### src/rtl/mem_port_arbiter.sv
// mem_port_arbiter
//
// Shares the single memory port between three requesters: the data port, the
// instruction fetch port and a debug/loader port. It serialises transactions,
// supports variable memory latency through a mem_req/mem_ack handshake, stops
// a busy stream of data/fetch traffic from starving the debug port, and
// aborts a transaction that the memory never acknowledges.
//
// Ports
//   clk, rst_n                      clock (rising edge), async active-low reset
//   d_req/d_we/d_addr/d_wdata       data-port request, held until d_ack
//   f_req/f_addr                    fetch request (always a read)
//   g_req/g_we/g_addr/g_wdata       debug-port request
//   d_ack/f_ack/g_ack               one-cycle completion pulse per port
//   rdata, err                      read data / timeout flag, valid with an ack
//   grant                           current owner: 0 data, 1 fetch, 2 debug, 3 none
//   busy                            high whenever the FSM is not idle
//   mem_req/mem_we/mem_addr/mem_wdata   request to the memory macro
//   mem_rdata, mem_ack              response from the memory macro
//
// All outputs are registered. A transaction takes at least three cycles:
// grant edge (IDLE->BUSY), mem_ack edge (BUSY->RESP), ack cycle (RESP->IDLE).

module mem_port_arbiter #(
  parameter int unsigned AW       = 16,
  parameter int unsigned DW       = 16,
  parameter int unsigned MAX_WAIT = 4,
  parameter int unsigned TIMEOUT  = 15
) (
  input  logic          clk,
  input  logic          rst_n,
  input  logic          d_req,
  input  logic          d_we,
  input  logic [AW-1:0] d_addr,
  input  logic [DW-1:0] d_wdata,
  output logic          d_ack,
  input  logic          f_req,
  input  logic [AW-1:0] f_addr,
  output logic          f_ack,
  input  logic          g_req,
  input  logic          g_we,
  input  logic [AW-1:0] g_addr,
  input  logic [DW-1:0] g_wdata,
  output logic          g_ack,
  output logic [DW-1:0] rdata,
  output logic          err,
  output logic [1:0]    grant,
  output logic          busy,
  output logic          mem_req,
  output logic          mem_we,
  output logic [AW-1:0] mem_addr,
  output logic [DW-1:0] mem_wdata,
  input  logic [DW-1:0] mem_rdata,
  input  logic          mem_ack
);

  typedef enum logic [1:0] {StIdle, StBusy, StResp} state_e;

  localparam logic [1:0] GntData  = 2'd0;
  localparam logic [1:0] GntFetch = 2'd1;
  localparam logic [1:0] GntDebug = 2'd2;
  localparam logic [1:0] GntNone  = 2'd3;

  localparam logic [3:0] MaxWait = 4'(MAX_WAIT);
  localparam logic [7:0] Timeout = 8'(TIMEOUT);

  state_e          state;
  logic [3:0]      wait_cnt;   // arbitrations lost by a pending debug request
  logic [7:0]      tmo_cnt;    // BUSY cycles spent on the current transaction
  logic [7:0]      tmo_next;

  // Arbitration result for the current IDLE cycle
  logic            sel_valid;
  logic [1:0]      sel_port;
  logic            sel_we;
  logic [AW-1:0]   sel_addr;
  logic [DW-1:0]   sel_wdata;

  assign tmo_next = tmo_cnt + 8'd1;

  always_comb begin
    sel_valid = d_req | f_req | g_req;
    sel_port  = GntNone;
    sel_we    = 1'b0;
    sel_addr  = '0;
    sel_wdata = '0;
    // A debug request that has waited long enough jumps the fixed priority.
    if (g_req && (wait_cnt == MaxWait)) begin
      sel_port  = GntDebug;
      sel_we    = g_we;
      sel_addr  = g_addr;
      sel_wdata = g_wdata;
    end else if (d_req) begin
      sel_port  = GntData;
      sel_we    = d_we;
      sel_addr  = d_addr;
      sel_wdata = d_wdata;
    end else if (f_req) begin
      sel_port  = GntFetch;
      sel_addr  = f_addr;
    end else if (g_req) begin
      sel_port  = GntDebug;
      sel_we    = g_we;
      sel_addr  = g_addr;
      sel_wdata = g_wdata;
    end
  end

  always_ff @(posedge clk or negedge rst_n) begin
    if (!rst_n) begin
      state     <= StIdle;
      wait_cnt  <= '0;
      tmo_cnt   <= '0;
      d_ack     <= 1'b0;
      f_ack     <= 1'b0;
      g_ack     <= 1'b0;
      rdata     <= '0;
      err       <= 1'b0;
      grant     <= GntNone;
      busy      <= 1'b0;
      mem_req   <= 1'b0;
      mem_we    <= 1'b0;
      mem_addr  <= '0;
      mem_wdata <= '0;
    end else begin
      unique case (state)
        StIdle: begin
          if (sel_valid) begin
            mem_req   <= 1'b1;
            mem_we    <= sel_we;
            mem_addr  <= sel_addr;
            mem_wdata <= sel_wdata;
            grant     <= sel_port;
            busy      <= 1'b1;
            tmo_cnt   <= '0;
            state     <= StBusy;
            if (sel_port == GntDebug) begin
              wait_cnt <= '0;
            end else if (g_req && (wait_cnt != MaxWait)) begin
              wait_cnt <= wait_cnt + 4'd1;
            end
          end
        end

        StBusy: begin
          tmo_cnt <= tmo_next;
          // mem_ack wins over a timeout landing in the same cycle
          if (mem_ack || (tmo_next == Timeout)) begin
            mem_req <= 1'b0;
            rdata   <= mem_ack ? mem_rdata : '0;
            err     <= ~mem_ack;
            d_ack   <= (grant == GntData);
            f_ack   <= (grant == GntFetch);
            g_ack   <= (grant == GntDebug);
            state   <= StResp;
          end
        end

        StResp: begin
          d_ack <= 1'b0;
          f_ack <= 1'b0;
          g_ack <= 1'b0;
          err   <= 1'b0;
          grant <= GntNone;
          busy  <= 1'b0;
          state <= StIdle;
        end

        default: begin
          state <= StIdle;
        end
      endcase
    end
  end

endmodule

### config.mk
export PLATFORM = sky130hd
export DESIGN_NAME = mem_port_arbiter
export DESIGN_NICKNAME = d
export VERILOG_FILES = /design/src/rtl/mem_port_arbiter.sv
export SDC_FILE = /design/constraint.sdc
export NUM_CORES = 1
export LEC_CHECK = 0
export CAP_MARGIN = 5
export CORE_ASPECT_RATIO = 0.6
export CORE_MARGIN = 2
export CORE_UTILIZATION = 38
export DETAILED_ROUTE_END_ITERATION = 10
export GPL_ROUTABILITY_DRIVEN = 0
export MAX_ROUTING_LAYER = met4
export PLACE_DENSITY = 0.78
export SYNTH_ARGS = -nofsm -noshare
export SYNTH_HDL_FRONTEND = slang
export SYNTH_SLANG_ARGS = --single-unit
### constraint.sdc
create_clock -name clk -period 1.9 [get_ports clk]
set_input_delay 0.38 -clock clk [delete_from_list [all_inputs] [get_ports clk]]
set_output_delay 0.38 -clock clk [all_outputs]
set_load 0.01 [all_outputs]
After elaboration in Yosys (flattened, before gate mapping)
Index checks and enable logic that the tools add are counted.
W data, S select, Z words.
{"block": "totals", "ff_bits": 71, "inputBits": 104, "out_inout_bits": 57, "word_cells": 84}
{"block": "op_classes", "addsub": 2, "n_eq_ne": 10, "mux": 38, "n_bitwise": 3, "n_reduce_logical": 17}
{"op": "$mux W16", "n": 9}
{"op": "$pmux W8 S2", "n": 1}
{"op": "$mux W2", "n": 6}
{"op": "$pmux W1 S2", "n": 6}
{"op": "$reduce_and A2 Y1", "n": 6}
{"op": "$mux W1", "n": 11}
{"op": "$add A8 B1 Y8 const B", "n": 1}
{"op": "$eq A8 B4 Y1 const B", "n": 1}
{"op": "$mux W4", "n": 2}
{"op": "$mux W8", "n": 1}
{"op": "$pmux W2 S2", "n": 2}
{"op": "$reduce_bool A2 Y1", "n": 4}
{"op": "$eq A2 B2 Y1 const B", "n": 3}
{"op": "$reduce_and A3 Y1", "n": 2}
{"op": "$add A4 B1 Y4 const B", "n": 1}
{"op": "$eq A2 B1 Y1 const B", "n": 2}
{"op": "$eq A4 B3 Y1 const B", "n": 1}
{"op": "$logic_not A2 Y1", "n": 2}
{"op": "$ne A2 B2 Y1 const B", "n": 2}
{"op": "$ne A4 B3 Y1 const B", "n": 1}
{"op": "$logic_and A1 B1 Y1", "n": 2}
{"op": "$or A1 B1 Y1", "n": 2}
{"op": "$logic_or A1 B1 Y1", "n": 1}
{"op": "$not A1 Y1", "n": 1}

Depth between registers and ports, before layout
Gate-level depths: netlist of run 1.
{"block": "depth", "depth_word": 7, "mapped_depth": 10, "depth_no_buf": 7}

Least setup slack after synthesis of run 1
Ideal clock, no wire load.
{"block": "synth_path", "kind": "register to register", "from": "reg tmo_cnt[0]", "to": "reg rdata[10]", "setup_time_ns": 0.121, "t_arrival_ns": 1.816, "required_time_ns": 1.779, "setup_slack_ns": -0.037, "path_stages_with_launch": 8, "n_path_buf": 1, "period_less_slack_ns": 1.937, "cell_sequence": "dfrtp_1 ha_1 nand3_2 o21a_4 o41ai_4 nand2_4 buf_6 a22o_1"}
{"block": "synth_via", "elab_chain_cells": 4}
{"element": "start: declaration", "line": "69", "text": "logic [7:0] tmo_cnt;"}
{"element": "start signal: assignment", "line": "146", "text": "tmo_cnt <= tmo_next;"}
{"element": "$add A8 B1 Y8", "line": "79", "text": "assign tmo_next = tmo_cnt + 8'd1;"}
{"element": "$eq A8 B4 Y1", "line": "148", "text": "if (mem_ack || (tmo_next == Timeout)) begin"}
{"element": "$logic_or A1 B1 Y1", "line": "148"}
{"element": "$reduce_and A2 Y1 (no line)"}
{"element": "end signal: assignment", "line": "150", "text": "rdata <= mem_ack ? mem_rdata : '0;"}
{"element": "end: declaration", "line": "45", "text": "output logic [DW-1:0] rdata,"}
No other way between the ends.
A chain may end at the register's enable or synchronous reset.

Worst setup path in the final report of run 1
{"block": "layout_path", "from": "reg tmo_cnt[1]", "to": "reg rdata[11]"}
The elaborated chain is that of the path after synthesis.

==> impl_metrics.env, run 1 <==
export IMPL_status="finished with violations"
export IMPL_violations="negative setup slack"
export IMPL_finalCriticalPeriod_ps=1930
export IMPL_layout_setup_ws_ps=-27.2
export IMPL_synth_distinct_cells=44
export IMPL_synth_top_area_frac=0.495
export IMPL_grt_pass1_wl_um=16400
export IMPL_cts_tree="built"
export IMPL_final_layout_size_suffix_gt1_frac=0.118
export IMPL_drc_errors=0
export IMPL_drt_first_pass_iters=4
export IMPL_hold_viol=0
export IMPL_clkPwrFrac=0.202
export IMPL_grt_use_total=0.214
export IMPL_cpLargestDelayFamily="compound AO/OA/AOI/OAI gates"
export IMPL_synth_fa_ha_area_frac=0.0143
export IMPL_power_frac_comb=0.463
export IMPL_final_util=0.634
export IMPL_worst_path_buf_inv=1
export IMPL_arrival_ps=2140
export IMPL_slowest_stage="dfrtp_1"
export IMPL_slew_headroom=0.326
export IMPL_numPortBuffers=160
export IMPL_die_y_um=78.2
export IMPL_die_width_um=128
export IMPL_cts_sinks=71
export IMPL_internal_power_uw=5100
export IMPL_maxCapViolCount=0
export IMPL_grt_overflow=0
export IMPL_antenna_found_initial=0
export IMPL_ctsHtreeMaxLevel=3
export IMPL_synth_top_family_by_area="compound AO/OA/AOI/OAI gates"
export IMPL_io_pins=161
export IMPL_grt_max_degree=38
export IMPL_drt_total_wl_um=10100
export IMPL_nFillCells=754
export IMPL_holdWs_ps=7.00
export IMPL_routed_via_count=3364
export IMPL_rsz0062_at_grt="yes"
export IMPL_worst_slew_pin_slew_ps=1010
export IMPL_setup_violations_final=8
export IMPL_crit_path_max_fanout=9
export IMPL_worstPathCellList="ha_4 > nand3_4 > o21a_4 > o41ai_4 > buf_6 > nand2_8 > a22o_1"
export IMPL_hp_class="in -> async"
export IMPL_clock_fmax_mhz=519
export IMPL_vdd_drop_max_mv=0.817
export IMPL_yosysWarnings=0
export IMPL_seqPwrFrac=0.335
export IMPL_syn_num_nets=462
export IMPL_startpoint_type="flip-flop"
export IMPL_clk_latency_ps=330
export IMPL_synth_edff_count=0
export IMPL_wl_per_cell_um=15.5
export IMPL_rr_startpoint="tmo_cnt[1]"
export IMPL_antenna_left=0
export IMPL_critPathCaptureType="flip-flop"
export IMPL_fin_crit_sh=1.01
export IMPL_clockBufferDepth=2
export IMPL_synth_top_area_cell="dfrtp_1"
export IMPL_via_per_inst=5.16
export IMPL_clock_skew_ps=11.4
export IMPL_rows=27
export IMPL_synth_ff_type="dfrtp_1"
export IMPL_grt_pass1_vias=3339
export IMPL_crit_cells=7
export IMPL_core_um2=9050
export IMPL_dieArea_um2=9990
export IMPL_ys_top_cells_by_area="dfrtp_1 (49%), o21ai_0 (5.9%), mux2i_1 (4.9%)"
export IMPL_synth_seq_cells=71
export IMPL_max_stage_delay_ps=390
export IMPL_dpl_cell_area_um2=5350
export IMPL_syn_area_per_cell_um2=9.86
export IMPL_synth_xor_area_frac=0.00753
export IMPL_root_buffer="clkbuf_16"
export IMPL_slew_violations=0
export IMPL_multi_input_area_um2=1640
export IMPL_clk_pin_slew_ps=60
export IMPL_hold_buffers=0
export IMPL_startpoint="tmo_cnt[1]"
export IMPL_synthSimpleGateAreaFrac=0.155
export IMPL_seq_area_um2=1780
export IMPL_leakage_uw=0.00246
export IMPL_initialDrtViolationCount=159
export IMPL_dp_slack_ps=-157
export IMPL_diodes=0
export IMPL_fin_area_um2=5740
export IMPL_numCtsBuffers=9
export IMPL_start_util=0.386
export IMPL_synthCells=354
export IMPL_swShare=0.352
export IMPL_dpl_hpwl_um=7530
export IMPL_power_density_nw_per_um2=1370
export IMPL_crit_type="reg -> reg"
export IMPL_synth_mux_area_frac=0.0487
export IMPL_r2r_cells=7
export IMPL_finalSetupTns_ps=-102
export IMPL_syn_area_um2=3490
export IMPL_final_nets=639
export IMPL_cp_required_ps=2110
export IMPL_p_sw_uw=2770
export IMPL_async_reset_ff_frac=1.00
export IMPL_syn_to_final_growth_pct=64.5
export IMPL_ys_seq_area_frac=0.510
export IMPL_synth_compound_area_frac=0.225
-- state kept, by name, indices dropped and copies added (netlist names) --
| register | cells |
|---|---|
| busy | 1 |
| d_ack | 1 |
| err | 1 |
| f_ack | 1 |
| g_ack | 1 |
| grant | 2 |
| mem_addr | 16 |
| mem_req | 1 |
| mem_wdata | 16 |
| mem_we | 1 |
| rdata | 16 |
| state | 2 |
| tmo_cnt | 8 |
| wait_cnt | 4 |
-- cells by family after synthesis --
logic type,Yosys count
AO/OA/AOI/OAI,115
AND/OR/NAND/NOR,112
flip-flops,71
buffers and inverters,32
multiplexers,17
adder cells (fa/ha/maj),4
XOR/XNOR,3
-- stage by stage --
| step | power, uW | cells |
|---|---|---|
| floorplan | 4120 | 354 |
| global placement | 5870 | 633 |
| detailed placement | 5990 | 633 |
| CTS | 7920 | 652 |
| global route | 8390 | 652 |
| finish | 7870 | 652 |
-- layout make-up --
| type | instances | share of cell area |
|---|---|---|
| repair buffers | 189 | 0.323 |
| flip-flops and latches | 71 | 0.310 |
| multi-input cells | 252 | 0.285 |
| clock buffers | 10 | 0.0416 |
| well taps | 116 | 0.0253 |
| clock inverters | 6 | 0.00893 |
| inverters | 8 | 0.00610 |
-- layout by cell type, fill, tap and decap left out, types with 2 or more instances in the layout --
master,Yosys,final
o21ai_1,9,9
clkinv_4,0,2
inv_1,7,7
clkdlybuf4s50_1,0,159
nand4_1,2,2
a32o_1,4,4
buf_12,0,2
a221oi_1,14,14
mux2i_1,17,17
nor2_1,16,15
buf_4,2,26
a21oi_1,19,18
o31ai_4,1,2
nor2b_1,18,17
dfrtp_1,69,69
and3_1,2,2
xor2_1,2,2
dfstp_2,2,2
nand2b_1,3,2
a22oi_1,2,2
nand3_1,5,5
o21ai_0,41,41
ha_1,4,3
a22o_1,16,16
clkbuf_16,0,9
inv_6,0,4
nor3_1,15,15
nand2_1,44,44
-- metal layers --
metal,vias up,GRT usage,part of all wire
met1,1597,0.272,0.45
met5,-,-,0
met2,125,0.336,0.47
met4,0,0.0495,0.0063
li1,1637,-,-
met3,5,0.0682,0.082
-- repair_timing --
item | in CTS | in global routing
endpoints found under the setup margin | 36 | 59
cloned | 1 | 0
resized for setup | 7 | 8
buffers inserted | 2 | 0
pin swaps | 6 | 6
-- cell usage after synthesis, types with 3 or more instances --
| cell | number |
|---|---|
| nor2_1 | 16 |
| nand3_1 | 5 |
| o21ai_0 | 41 |
| nand2_1 | 44 |
| a221oi_1 | 14 |
| a22o_1 | 16 |
| dfrtp_1 | 69 |
| ha_1 | 4 |
| a21oi_1 | 19 |
| mux2i_1 | 17 |
| clkbuf_1 | 17 |
| buf_2 | 4 |
| nor2b_1 | 18 |
| inv_1 | 7 |
| o21ai_1 | 9 |
| a32o_1 | 4 |
| nand2b_1 | 3 |
| nor3_1 | 15 |
-- worst reg2reg max path, cell delays in order, from the launching register on --
cell and delay, ps:
dfrtp_1 390, ha_4 190, nand3_4 100, o21a_4 230, o41ai_4 360, buf_6 200
nand2_8 100, a22o_1 240
-- path summary, 6_finish.rpt --
check,slack (ps),end
setup reg to reg,-30,rdata[11]
hold reg to reg,480,busy
max in group asynchronous,1320,state[0]
min in group clk,480,busy
hold / removal,7,tmo_cnt[4]
setup / recovery,-30,rdata[11]
-- power by group through the flow --
stage / registers [uW] / clock network, uW / logic [uW]
detailed placement: 2570 / 0 / 3430
global placement: 2540 / 0 / 3330
floorplan: 2830 / 0 / 1290
CTS: 2630 / 1630 / 3660
finish: 2630 / 1590 / 3650
global route: 2720 / 1700 / 3970
Note: power is estimated with default switching activity, not from simulation.
==> run 2, diff against run 1 <==
- CTS_CLUSTER_DIAMETER: default -> 30
==> results of run 2 <==
Final layout, timing and power as in run 1 (identical DEF).
